===== config.mk =====
export PLATFORM = sky130hd
export DESIGN_NAME = ppu_bg_fetch_flat
export DESIGN_NICKNAME = d
export VERILOG_FILES = /design/src/rtl/ppu_bg_fetch_if.sv /design/src/rtl/ppu_bg_fetch.sv /design/src/flat_wrapper.sv
export SDC_FILE = /design/constraint.sdc
export NUM_CORES = 1
export LEC_CHECK = 0
export BUFFER_PORTS_ARGS = -buffer_cell sky130_fd_sc_hd__buf_4
export CAP_MARGIN = 20
export CELL_PAD_IN_SITES_DETAIL_PLACEMENT = 0
export CELL_PAD_IN_SITES_GLOBAL_PLACEMENT = 1
export CORE_AREA = 2 2 96 136
export CTS_CLUSTER_SIZE = 28
export DETAILED_ROUTE_END_ITERATION = 6
export DIE_AREA = 0 0 98 138
export PLACE_DENSITY_LB_ADDON = 0.1
export SLEW_MARGIN = 15
export SYNTH_ARGS = -nofsm -noshare
export SYNTH_HDL_FRONTEND = slang
export SYNTH_SLANG_ARGS = --single-unit
export TNS_END_PERCENT = 1

===== constraint.sdc =====
create_clock -name clk -period 6.1 [get_ports clk]
set_input_delay 1.22 -clock clk [delete_from_list [all_inputs] [get_ports clk]]
set_output_delay 1.22 -clock clk [all_outputs]
set_load 0.005 [all_outputs]

===== src/rtl/ppu_bg_fetch_if.sv =====
// VRAM read port between the background fetcher and the VRAM arbiter.
// The fetcher drives a registered read address and the arbiter returns
// read data that is valid during the cycle after the address changes.
interface ppu_bg_fetch_if;
    logic [13:0] VRAM_addr;
    logic [7:0]  VRAM_data_in;

    modport master (
        output VRAM_addr,
        input  VRAM_data_in
    );

    modport slave (
        input  VRAM_addr,
        output VRAM_data_in
    );
endinterface


===== src/rtl/ppu_bg_fetch.sv =====
// PPU background fetch and shift unit.
// Holds the loopy scroll address v, runs the 8-dot nametable/attribute/
// pattern fetch cycle over the shared VRAM port, and shifts tile data out
// as one 4-bit background palette index per dot.
module ppu_bg_fetch #(
    parameter int VIS_W          = 256,
    parameter int VIS_LINES      = 240,
    parameter int PRE_LINE       = 261,
    parameter int PREFETCH_START = 320,
    parameter int PREFETCH_TILES = 2
) (
    input  logic        clk,
    input  logic        reset,
    input  logic [9:0]  x_idx_i,
    input  logic [9:0]  scanline_i,
    input  logic        render_en_i,
    input  logic        show_left8_i,
    input  logic        bg_pt_addr_i,
    input  logic [14:0] t_addr_i,
    input  logic [2:0]  fine_x_i,
    ppu_bg_fetch_if.master vram,
    output logic [3:0]  pixel_o,
    output logic        opaque_o
);

    localparam logic [9:0] VIS_W_C     = 10'(VIS_W);
    localparam logic [9:0] VIS_LAST_C  = 10'(VIS_W - 1);
    localparam logic [9:0] VIS_LINES_C = 10'(VIS_LINES);
    localparam logic [9:0] PRE_LINE_C  = 10'(PRE_LINE);
    localparam logic [9:0] PF_START_C  = 10'(PREFETCH_START);
    localparam logic [9:0] PF_END_C    = 10'(PREFETCH_START + 8 * PREFETCH_TILES);
    localparam logic [9:0] VCOPY_LO_C  = 10'd279;
    localparam logic [9:0] VCOPY_HI_C  = 10'd303;

    // Scroll address, VRAM address and fetch latches
    logic [14:0] v_q, v_d;
    logic [13:0] vramAddr_q, vramAddr_d;
    logic [7:0]  tile_q, tile_d;
    logic [1:0]  attr_q, attr_d;
    logic [7:0]  ptLo_q, ptLo_d;
    logic [7:0]  ptHi_q, ptHi_d;

    // Background shifters; bit 0 is the oldest pixel
    logic [15:0] shPtLo_q, shPtLo_d;
    logic [15:0] shPtHi_q, shPtHi_d;
    logic [15:0] shAtLo_q, shAtLo_d;
    logic [15:0] shAtHi_q, shAtHi_d;

    // Decode helpers
    logic        activeLine;
    logic        inFetchWin;
    logic        fetchEn;
    logic        hCopy;
    logic        vCopy;
    logic [2:0]  phase;
    logic [7:0]  attrShifted;
    logic [3:0]  pixelRaw;
    logic        clip;

    // Pattern bytes arrive MSB = leftmost pixel, but the shifters emit bit 0
    // first, so the byte is mirrored on load.
    function automatic logic [7:0] reverseByte(input logic [7:0] b);
        logic [7:0] r;
        for (int i = 0; i < 8; i++) begin
            r[i] = b[7 - i];
        end
        return r;
    endfunction

    // Decide whether this dot fetches/shifts and whether a copy rule fires
    always_comb begin
        activeLine = (scanline_i < VIS_LINES_C) || (scanline_i == PRE_LINE_C);
        inFetchWin = (x_idx_i < VIS_W_C) ||
                     ((x_idx_i >= PF_START_C) && (x_idx_i < PF_END_C));
        fetchEn    = render_en_i && activeLine && inFetchWin;
        hCopy      = render_en_i && activeLine && (x_idx_i == VIS_W_C);
        vCopy      = render_en_i && (scanline_i == PRE_LINE_C) &&
                     (x_idx_i >= VCOPY_LO_C) && (x_idx_i <= VCOPY_HI_C);
        phase      = x_idx_i[2:0];
        // Quadrant select inside the attribute byte is {coarseY[1], coarseX[1]}
        attrShifted = vram.VRAM_data_in >> {v_q[6], v_q[1], 1'b0};
    end

    // Next-state for the fetch sequence, shifters and scroll address
    always_comb begin
        v_d        = v_q;
        vramAddr_d = vramAddr_q;
        tile_d     = tile_q;
        attr_d     = attr_q;
        ptLo_d     = ptLo_q;
        ptHi_d     = ptHi_q;
        shPtLo_d   = shPtLo_q;
        shPtHi_d   = shPtHi_q;
        shAtLo_d   = shAtLo_q;
        shAtHi_d   = shAtHi_q;

        if (fetchEn) begin
            shPtLo_d = {1'b0, shPtLo_q[15:1]};
            shPtHi_d = {1'b0, shPtHi_q[15:1]};
            shAtLo_d = {1'b0, shAtLo_q[15:1]};
            shAtHi_d = {1'b0, shAtHi_q[15:1]};

            case (phase)
                3'd0: vramAddr_d = {2'b10, v_q[11:0]};
                3'd1: tile_d = vram.VRAM_data_in;
                3'd2: vramAddr_d = {2'b10, v_q[11:10], 4'b1111, v_q[9:7], v_q[4:2]};
                3'd3: attr_d = attrShifted[1:0];
                3'd4: vramAddr_d = {1'b0, bg_pt_addr_i, tile_q, 1'b0, v_q[14:12]};
                3'd5: begin
                    ptLo_d     = vram.VRAM_data_in;
                    vramAddr_d = {1'b0, bg_pt_addr_i, tile_q, 1'b1, v_q[14:12]};
                end
                3'd6: ptHi_d = vram.VRAM_data_in;
                3'd7: begin
                    // Upper halves take the new tile; lower halves keep shifting
                    shPtLo_d[15:8] = reverseByte(ptLo_q);
                    shPtHi_d[15:8] = reverseByte(ptHi_q);
                    shAtLo_d[15:8] = {8{attr_q[0]}};
                    shAtHi_d[15:8] = {8{attr_q[1]}};
                    if (v_q[4:0] == 5'd31) begin
                        v_d[4:0] = 5'd0;
                        v_d[10]  = ~v_q[10];
                    end else begin
                        v_d[4:0] = v_q[4:0] + 5'd1;
                    end
                end
            endcase

            // Fine/coarse Y step touches only v[14:11] and v[9:5], so it
            // can share the last dot of the line with the coarse X step.
            if (x_idx_i == VIS_LAST_C) begin
                if (v_q[14:12] != 3'd7) begin
                    v_d[14:12] = v_q[14:12] + 3'd1;
                end else begin
                    v_d[14:12] = 3'd0;
                    if (v_q[9:5] == 5'd29) begin
                        v_d[9:5] = 5'd0;
                        v_d[11]  = ~v_q[11];
                    end else if (v_q[9:5] == 5'd31) begin
                        v_d[9:5] = 5'd0;
                    end else begin
                        v_d[9:5] = v_q[9:5] + 5'd1;
                    end
                end
            end
        end

        if (hCopy) begin
            v_d[10]  = t_addr_i[10];
            v_d[4:0] = t_addr_i[4:0];
        end

        if (vCopy) begin
            v_d[14:11] = t_addr_i[14:11];
            v_d[9:5]   = t_addr_i[9:5];
        end
    end

    // State registers, cleared asynchronously
    always_ff @(posedge clk or posedge reset) begin
        if (reset) begin
            v_q        <= '0;
            vramAddr_q <= '0;
            tile_q     <= '0;
            attr_q     <= '0;
            ptLo_q     <= '0;
            ptHi_q     <= '0;
            shPtLo_q   <= '0;
            shPtHi_q   <= '0;
            shAtLo_q   <= '0;
            shAtHi_q   <= '0;
        end else begin
            v_q        <= v_d;
            vramAddr_q <= vramAddr_d;
            tile_q     <= tile_d;
            attr_q     <= attr_d;
            ptLo_q     <= ptLo_d;
            ptHi_q     <= ptHi_d;
            shPtLo_q   <= shPtLo_d;
            shPtHi_q   <= shPtHi_d;
            shAtLo_q   <= shAtLo_d;
            shAtHi_q   <= shAtHi_d;
        end
    end

    assign vram.VRAM_addr = vramAddr_q;

    // Pixel selection by fine X, blanked outside the visible/enabled area
    always_comb begin
        pixelRaw = {shAtHi_q[fine_x_i], shAtLo_q[fine_x_i],
                    shPtHi_q[fine_x_i], shPtLo_q[fine_x_i]};
        clip     = !render_en_i || (x_idx_i >= VIS_W_C) ||
                   (!show_left8_i && (x_idx_i < 10'd8));
        pixel_o  = clip ? 4'd0 : pixelRaw;
        opaque_o = |pixel_o[1:0];
    end

endmodule


===== src/flat_wrapper.sv =====
// flat-port wrapper written by rule: the top's interface ports become plain ports
module ppu_bg_fetch_flat 
#(
    parameter int VIS_W          = 256,
    parameter int VIS_LINES      = 240,
    parameter int PRE_LINE       = 261,
    parameter int PREFETCH_START = 320,
    parameter int PREFETCH_TILES = 2
)
  (clk, reset, x_idx_i, scanline_i, render_en_i, show_left8_i, bg_pt_addr_i, t_addr_i, fine_x_i, pixel_o, opaque_o, vram_VRAM_addr, vram_VRAM_data_in);
  ppu_bg_fetch_if vram_i ();
  input  logic clk;
  input  logic reset;
  input  logic [9:0] x_idx_i;
  input  logic [9:0] scanline_i;
  input  logic render_en_i;
  input  logic show_left8_i;
  input  logic bg_pt_addr_i;
  input  logic [14:0] t_addr_i;
  input  logic [2:0] fine_x_i;
  output logic [3:0] pixel_o;
  output logic opaque_o;
  output wire logic [$bits(vram_i.VRAM_addr)-1:0] vram_VRAM_addr;
  input wire logic [$bits(vram_i.VRAM_data_in)-1:0] vram_VRAM_data_in;
  assign vram_VRAM_addr = vram_i.VRAM_addr;
  assign vram_i.VRAM_data_in = vram_VRAM_data_in;
  ppu_bg_fetch #(.VIS_W(VIS_W), .VIS_LINES(VIS_LINES), .PRE_LINE(PRE_LINE), .PREFETCH_START(PREFETCH_START), .PREFETCH_TILES(PREFETCH_TILES)) u_core (.clk(clk), .reset(reset), .x_idx_i(x_idx_i), .scanline_i(scanline_i), .render_en_i(render_en_i), .show_left8_i(show_left8_i), .bg_pt_addr_i(bg_pt_addr_i), .t_addr_i(t_addr_i), .fine_x_i(fine_x_i), .vram(vram_i), .pixel_o(pixel_o), .opaque_o(opaque_o));
endmodule

* Yosys cells after proc, flatten, opt, wreduce, memory -nomap -nowiden
Index checks and enable logic that the tools add are counted.
** Word-level totals
- Logic and storage cells :: 108
- Register bits after elaboration :: 119
- Output and inout bits :: 19
- Input bits :: 51
** Operators by class
- Shift-type cells :: 1
- Reduce and logical (&&, ||, !) cells :: 33
- Add/subtract/negate cells :: 3
- Bitwise operators :: 2
- Equality and inequality tests :: 15
- Magnitude comparators :: 9
- Multiplexer cells :: 31
** Operators with widths (count)
- $pmux 14 s4 :: 1
- $mux 5 :: 8
- $mux 8 :: 4
- $ge 10x9->1 const B :: 3
- $eq 10x9->1 const B :: 2
- $lt 10x9->1 const B :: 2
- $eq 5x5->1 const B :: 3
- $mux 15 :: 1
- $reduce_and 2->1 :: 7
- $bmux 1 s3 :: 4
- $eq 3x3->1 const B :: 4
- $mux 4 :: 3
- $reduce_bool 2->1 :: 6
- $add 5x1->5 const B :: 2
- $eq 10x8->1 const B :: 1
- $le 10x9->1 const B :: 1
- $lt 10x4->1 const B :: 1
- $lt 10x8->1 const B :: 1
- $mux 1 :: 9
- $logic_and 1x1->1 :: 8
- $shr 8x3->2 :: 1
- $eq 3x2->1 const B :: 2
- $reduce_and 3->1 :: 2
- $lt 3x5->1 const B :: 1
- other kinds (12) :: 17

* Logic depth before layout (Yosys ltp)
Gate-level depths: netlist of the first run.
- Word-level depth :: 7
- Mapped depth :: 7
- Mapped depth without buffers :: 7

* Least setup slack after synthesis of the first run
OpenSTA, ideal clock, no wires.
- Path kind :: in2out
- Start point :: in fine_x_i[0]
- End point :: out opaque_o
- Path buffers :: 1
- Setup slack :: 2.423 ns
- Arrival :: 2.457 ns
- Required time :: 4.880 ns
- Stages on the path :: 4
- Cell sequence :: clkbuf_1 mux4_2 mux2i_1 a21oi_1
** Between the ends
- Longest elaborated chain between the ends :: 4
- Elaborated cells on any way between the ends :: 6
- Classes of those cells :: mux (5); reduce/logical (1)
** RTL lines
- from (decl) :: line flat_wrapper.sv:20 : input logic [2:0] fine_x_i;
- $bmux 1 s3 :: line ppu_bg_fetch.sv:191 : shPtHi_q[fine_x_i], shPtLo_q[fine_x_i]};
- $mux 1 (implied by the code) :: line ppu_bg_fetch.sv:191
- $mux 4 (*) :: line ppu_bg_fetch.sv:194 : pixel_o = clip ? 4'd0 : pixelRaw;
- $reduce_or 2->1 (*) :: line ppu_bg_fetch.sv:195 : opaque_o = |pixel_o[1:0];
- to (decl) :: line flat_wrapper.sv:22 : output logic opaque_o;
Mark *: on every way between the ends. The rest lies on a longest branch, timed or not. The select of a mux whose other input is x is not followed.

* Worst setup path after layout of the first run
- Start point :: in x_idx_i[6]
- End point :: out pixel_o[1]
** Between the ends
- Longest elaborated chain between the ends :: 4
- Elaborated cells on any way between the ends :: 6
- Classes of those cells :: order compare (2); mux (1); reduce/logical (3)
** RTL lines
- from (decl) :: line flat_wrapper.sv:14 : input logic [9:0] x_idx_i;
- $ge 10x9->1 / $lt 10x4->1 (equally long branches) :: line ppu_bg_fetch.sv:192, ppu_bg_fetch.sv:193
- $logic_or 1x1->1 / $logic_and 1x1->1 (equally long branches) :: line ppu_bg_fetch.sv:192, ppu_bg_fetch.sv:193
- $logic_or 1x1->1 (*) :: line ppu_bg_fetch.sv:192 : clip = !render_en_i || (x_idx_i >= VIS_W_C) ||
- $mux 4 (*) :: line ppu_bg_fetch.sv:194
- to (decl) :: line flat_wrapper.sv:21 : output logic [3:0] pixel_o;
Mark *: on every way between the ends. The rest lies on a longest branch, timed or not.

==> flow_summary.ini, run 1 <==
[place]
post-place-cells = 702
place_worst_setup_slack_ns = 2.30
hpwlAfterDp_um = 8930
gp_congestion = 0.839
io_buffer_count = 69
placedInstanceArea_sq_um = 6610

[critical_path]
worstPathArrival_ns = 2.50
startpoint = x_idx_i[6]
timing.rr.end = u_core.v_q[2]
data_required_time_of_the_critical_path_ns = 4.88
regToRegSetupSlack_ns = 3.62
crit_path_cell_trace = buf_4, or4_1, nor3_1, or3_1, nor2_1, buf_4
ff2ff_path_depth = 6
cpMaxStageDelayCell = sky130_fd_sc_hd__or4_1
cp_max_fo = 5
critical-path-top-cell-by-count = sky130_fd_sc_hd__buf_4
r2r_start = u_core.v_q[1]
critical-path-max-stage-delay_ns = 0.55
crit_path_start_kind = input port
cp-end-kind = output pin
setup.worst_path.class = in -> out

[detailed_routing]
routedWlPerCell_um = 18.4
detail_route.vias_per_cell = 5.93
routed_wire_length_um = 13500
detailroute.via_count = 4355
route.detailed.drc = 0
ant_nets = 0
firstDrtPassIters = 4
drt_first_iter_violations = 201

[sta]
setup_violations = 0
report.final.slew_viol_count = 0
max_freq_ghz = 0.269
timing_hold_violations_final = 0
worstMarginPinSlew_ns = 1.08
max-slew-margin-rel = 0.279
min_period_over_period = 0.609
clock_skew_ns = 0.00620
post-route-worst-setup-slack_ns = 2.38
fin_crit_ns = 3.72
rsz0062_at_grt = no
timing.setup.tns_ns = 0

[pwr]
power.internal_mw = 1.48
sw_power_mw = 0.458
power.leakage_nw = 3.27
p_clk_frac = 0.482
peakVddDrop_v = 0.000186
pwr-share-seq = 0.434
p_sw_frac = 0.236
power.combinational.fraction = 0.084
power_density_nw_per_um2 = 271

[cts]
cts_repair_resize_count = 0
clockBufferDepth = 2
clockRootBuffer = sky130_fd_sc_hd__clkbuf_16
cts_buffers = 17
worst_skew_pair.late_latency_ns = 0.40
cts_setup_buffers = 0
htreeDepth = 4
path_clk_slew_ns = 0.05
hold_buffers = 0
clock_sink_count = 119
tritoncts = done

[floorplan]
die_height_um = 138
io-pin-count = 70
core_area_sq_um = 12400
core.rowCount = 49
die_width_um = 98
fp.dieArea_sq_um = 13500
initial_core_util = 0.485

[synth]
synth-edff-count = 0
ys_top_cells_by_area = sky130_fd_sc_hd__dfrtp_1 49%, sky130_fd_sc_hd__mux2_2 12%, sky130_fd_sc_hd__o21ai_0 5.5%
synthesis_warning_total = 0
postSynthCellCount = 518
netlist.area_leader.share = 0.493
netlist.top_cell.by_area = sky130_fd_sc_hd__dfrtp_1
syn_area_sq_um = 6040
yosysUniqueCellTypes = 57
dominantRegCellSynth = sky130_fd_sc_hd__dfrtp_1
syn-num-nets = 576
synth_seq_area_share = 0.493
ys_seq_elements = 119
asyncSetResetFlopFracSynth = 1.00
synth_area_per_cell_sq_um = 11.7

[global_routing]
first_global_vias = 4459
antenna_violations_before_repair = 0
maximum_number_of_pins_on_one_net_before_global_route_repair = 77
grt_first_pass_wirelength_um = 22900
globalRouteOverflowTotal = 0
grt.total_usage = 0.211

[min_path]
hold_depth = 1
min_from = u_core.vram.VRAM_addr[12]
worstHoldEndpoint = u_core.vram.VRAM_addr[12]
worst_hold_path_type = reg -> reg

[final_layout]
layout-drive-gt1-share = 0.334
num-nets-final = 626
postLayoutCellArea_sq_um = 7170
antenna_cells_inserted = 0
final_core_util = 0.576
final_cell_count_no_fill = 734
synthToLayoutAreaGrowth_pct = 18.7
fillers = 1091

[outcome]
run_status = completed

[run]
max_cap_viol_count = 0
-- logic make-up (layout without fill, tap and decap cells) --
logic type                 after synthesis  after routing  share of synthesized area
DFF                                    119            119                      0.493
xor gates and xnor gates                 1              1                    0.00145
muxes                                  106            106                      0.214
and+or+nand+nor                         96             96                      0.101
buffers and inverters                   52            115                     0.0373
adders and majority gates                7              7                     0.0145
AOI/OAI and AO/OA                      137            137                      0.140
-- cells in the mapped netlist (3+ instances only) --
master and n:
sky130_fd_sc_hd__a21oi_1 18, sky130_fd_sc_hd__and3_1 3, sky130_fd_sc_hd__o31ai_1 10, sky130_fd_sc_hd__o21ai_0 66, sky130_fd_sc_hd__or2_2 3, sky130_fd_sc_hd__mux2_4 5
sky130_fd_sc_hd__a211oi_1 3, sky130_fd_sc_hd__buf_1 5, sky130_fd_sc_hd__clkbuf_1 30, sky130_fd_sc_hd__o32a_1 4, sky130_fd_sc_hd__a31oi_1 11, sky130_fd_sc_hd__nor2_1 10
sky130_fd_sc_hd__nand3b_1 3, sky130_fd_sc_hd__ha_1 7, sky130_fd_sc_hd__inv_1 10, sky130_fd_sc_hd__nand3_1 5, sky130_fd_sc_hd__mux4_2 10, sky130_fd_sc_hd__a2bb2oi_1 5
sky130_fd_sc_hd__dfrtp_1 119, sky130_fd_sc_hd__nand2b_1 5, sky130_fd_sc_hd__nor2b_1 5, sky130_fd_sc_hd__o211ai_1 3, sky130_fd_sc_hd__nand2_1 14, sky130_fd_sc_hd__buf_2 5
sky130_fd_sc_hd__or3_1 11, sky130_fd_sc_hd__nor3_1 12, sky130_fd_sc_hd__mux2i_1 28, sky130_fd_sc_hd__o22ai_1 5, sky130_fd_sc_hd__or4_1 10, sky130_fd_sc_hd__mux2_2 63
-- sequential cells by signal, indices dropped and copies added, names as in the netlist --
register	cells
u_core.attr_q	2
u_core.ptHi_q	8
u_core.ptLo_q	8
u_core.shAtHi_q	16
u_core.shAtLo_q	16
u_core.shPtHi_q	16
u_core.shPtLo_q	16
u_core.tile_q	8
u_core.v_q	15
u_core.vram.VRAM_addr	14
-- layout by cell type (no fill, tap or decap), types with 12 or more instances in the layout --
cell                        instances
sky130_fd_sc_hd__mux2_2            63
sky130_fd_sc_hd__nor3_1            12
sky130_fd_sc_hd__dfrtp_1          119
sky130_fd_sc_hd__nand2_1           14
sky130_fd_sc_hd__a21oi_1           18
sky130_fd_sc_hd__clkbuf_16         17
sky130_fd_sc_hd__mux2i_1           28
sky130_fd_sc_hd__buf_4             73
sky130_fd_sc_hd__o21ai_0           66
-- layer usage --
layer / GRT usage / wire, um
met1: 0.276 / 5850
met5: 0 / 0
met3: 0.0521 / 455
met2: 0.346 / 6900
met4: 0.0716 / 286
-- how the worst max path moves through the flow --
stage / to / slack, ns / cells after the start
floorplan: u_core.attr_q[0] / 1.72 / 1
global placement: u_core.vram.VRAM_addr[0] / 2.36 / 6
detailed placement: u_core.vram.VRAM_addr[3] / 2.30 / 6
CTS: pixel_o[0] / 2.37 / 6
global route: pixel_o[2] / 2.29 / 6
finish: pixel_o[1] / 2.38 / 6
-- metrics by stage --
stage	hold slack, ns	power, mW
global placement	0.485	1.02
CTS	0.505	1.96
floorplan	0.468	0.945
finish	0.497	1.94
detailed placement	0.492	1.02
global route	0.515	2.02
-- worst max-delay path, delay by kind of cell --
kind	cells	cell delay [ns]
and+or+nand+nor	4	1.03
buffers and inverters	2	0.26
-- power by group through the flow --
stage | clock network (mW) | registers (mW) | logic [mW]
floorplan | 0 | 0.851 | 0.0939
finish | 0.935 | 0.843 | 0.163
global placement | 0 | 0.856 | 0.162
global route | 0.995 | 0.847 | 0.181
detailed placement | 0 | 0.856 | 0.166
CTS | 0.955 | 0.843 | 0.166
-- final cells by class --
| type | instances | area (sq um) | area share |
|---|---|---|---|
| multi-input combinational | 347 | 2860 | 0.398 |
| inverter | 10 | 40.0 | 0.00558 |
| tap | 153 | 191 | 0.0267 |
| timing repair buffer | 73 | 548 | 0.0764 |
| sequential | 119 | 2980 | 0.415 |
| clock inverter | 11 | 98.8 | 0.0138 |
| clock buffer | 21 | 460 | 0.0642 |
Power figures use the tool's default switching activity.
==> run 2, diff against run 1 <==
Settings changed: CORE_AREA 2 2 96 136 to 2 2 105 147, DIE_AREA 0 0 98 138 to 0 0 107 149.
Clock period 6.1 ns to 3.29 ns, I/O delays scaled along.
==> run 2 against run 1 <==
Sequential power grew 85%. Clock-buffer cell count is 4 lower. Sequential share of layout area shrank 1.0 points. Die area rose by 18%. Highest routed layer unchanged. Register-to-register slack worse by 2.8 ns. Via count is 0.44% higher. First-iteration DRC count fell by 0.50%. Hold slack got worse by 0.079 ns.
==> flow_summary.ini, run 2 (synthesis gave the netlist of run 1 again) <==
[pwr]
power.leakage_nw = 3.33
peakVddDrop_v = 0.000290
power.internal_mw = 2.80
pwr-share-seq = 0.425
power.combinational.fraction = 0.085
p_sw_frac = 0.240
sw_power_mw = 0.884
p_clk_frac = 0.489
power_density_nw_per_um2 = 500

[critical_path]
critical-path-max-stage-delay_ns = 0.75
worstPathArrival_ns = 2.86
crit_path_start_kind = input port
crit_path_cell_trace = buf_4, nor4b_1, a32oi_4, or3_1, mux2_4
regToRegSetupSlack_ns = 0.84
cp_max_fo = 13
data_required_time_of_the_critical_path_ns = 3.58
setup.worst_path.class = in -> reg
cpMaxStageDelayCell = sky130_fd_sc_hd__or3_1
cp-end-kind = flip-flop

[floorplan]
initial_core_util = 0.408
core_area_sq_um = 14800
die_width_um = 107
fp.dieArea_sq_um = 15900
die_height_um = 149
io-pin-count = 70
core.rowCount = 53

[sta]
clock_skew_ns = 0.00714
fin_crit_ns = 2.57
post-route-worst-setup-slack_ns = 0.721
rsz0062_at_grt = no
max_freq_ghz = 0.389
min_period_over_period = 0.781
report.final.slew_viol_count = 0
setup_violations = 0
max-slew-margin-rel = 0.416
timing.setup.tns_ns = 0
worstMarginPinSlew_ns = 0.874
timing_hold_violations_final = 0
holdWs_ns = 0.418

[cts]
tritoncts = done
clockBufferDepth = 2
clock_sink_count = 119
cts_repair_resize_count = 0
cts_buffers = 17
worst_skew_pair.late_latency_ns = 0.41
htreeDepth = 4
clockRootBuffer = sky130_fd_sc_hd__clkbuf_16
hold_buffers = 0
path_clk_slew_ns = 0.06
cts_setup_buffers = 0

[run]
max_cap_viol_count = 0

[place]
gp_congestion = 0.785
place_worst_setup_slack_ns = 0.267
placedInstanceArea_sq_um = 6780
hpwlAfterDp_um = 9900
io_buffer_count = 69

[detailed_routing]
ant_nets = 0
routed_wire_length_um = 14300
routedWlPerCell_um = 18.2
detailroute.via_count = 4374
drt_first_iter_violations = 200
firstDrtPassIters = 4
detail_route.vias_per_cell = 5.57
route.detailed.drc = 0

[final_layout]
synthToLayoutAreaGrowth_pct = 21.8
final_core_util = 0.498
commonest_cells_after_routing_fill_and_taps_aside = 119 x sky130_fd_sc_hd__dfrtp_1, 83 x sky130_fd_sc_hd__buf_4, 66 x sky130_fd_sc_hd__o21ai_0
layout.cells.most_common = sky130_fd_sc_hd__dfrtp_1
layout-drive-gt1-share = 0.351
antenna_cells_inserted = 0
postLayoutCellArea_sq_um = 7360
num-nets-final = 638

[min_path]
worst_hold_path_type = in -> async

[global_routing]
globalRouteOverflowTotal = 0
first_global_vias = 4488
antenna_violations_before_repair = 0
maximum_number_of_pins_on_one_net_before_global_route_repair = 38
grt.total_usage = 0.189
grt_first_pass_wirelength_um = 23400

[outcome]
run_status = completed
-- run 2: changes by cell type in the layout (fill, tap and decap cells not counted), moves of 2 or more --
cell and delta:
sky130_fd_sc_hd__clkinvlp_4 +2, sky130_fd_sc_hd__clkinv_4 +2, sky130_fd_sc_hd__buf_12 +2, sky130_fd_sc_hd__buf_4 +10, sky130_fd_sc_hd__clkbuf_8 -2, sky130_fd_sc_hd__clkbuf_1 -2
-- run 2: critical path, delay by kind of cell --
family,cells,cell delay (ns)
compound gates,1,0.37
mux,1,0.40
simple gates,2,1.31
buf+inv,1,0.11
-- run 2: power groups by stage --
stage                     Clock (mW)  Sequential, mW  Combinational (mW)
after floorplan                    0            1.58               0.174
after global placement             0            1.59               0.315
after CTS                       1.85            1.57               0.320
after global routing            1.91            1.57               0.349
after detailed placement           0            1.59               0.319
final                           1.80            1.56               0.314
-- run 2: path summary, 6_finish.rpt --
kind	end	start	cells past startpoint
worst max-delay path	u_core.vram.VRAM_addr[4]	scanline_i[6]	5
worst min-delay path	u_core.shAtHi_q[1]	reset	2
worst max register to register	u_core.v_q[2]	u_core.v_q[1]	6
worst min register to register	u_core.shPtLo_q[7]	u_core.shPtLo_q[8]	1
max in group asynchronous	u_core.tile_q[3]	reset	3
min in group clk	u_core.v_q[6]	t_addr_i[6]	2
-- run 2: metrics by stage --
stage / total power [mW] / std cells
4_1_cts: 3.73 / 785
5_1_grt: 3.83 / 785
3_3_place_gp: 1.90 / 753
6_report: 3.68 / 785
2_1_floorplan: 1.75 / 518
3_5_place_dp: 1.91 / 753
-- run 2: area by class of cell --
type	count	area, sq um
fill	1354	7430
timing repair buffer	85	663
inverter	10	41.3
clock inverter	15	154
sequential	119	2980
clock buffer	17	425
tap	192	240
multi-input combinational	347	2860
-- run 2: routing by layer --
| layer | up-vias | part of all wire | global-route usage |
|---|---|---|---|
| met1 | 2204 | 0.45 | 0.238 |
| met4 | 0 | 0.012 | 0.0610 |
| li1 | 2076 | - | - |
| met2 | 82 | 0.51 | 0.323 |
| met3 | 12 | 0.033 | 0.0415 |
| met5 | - | 0 | 0 |
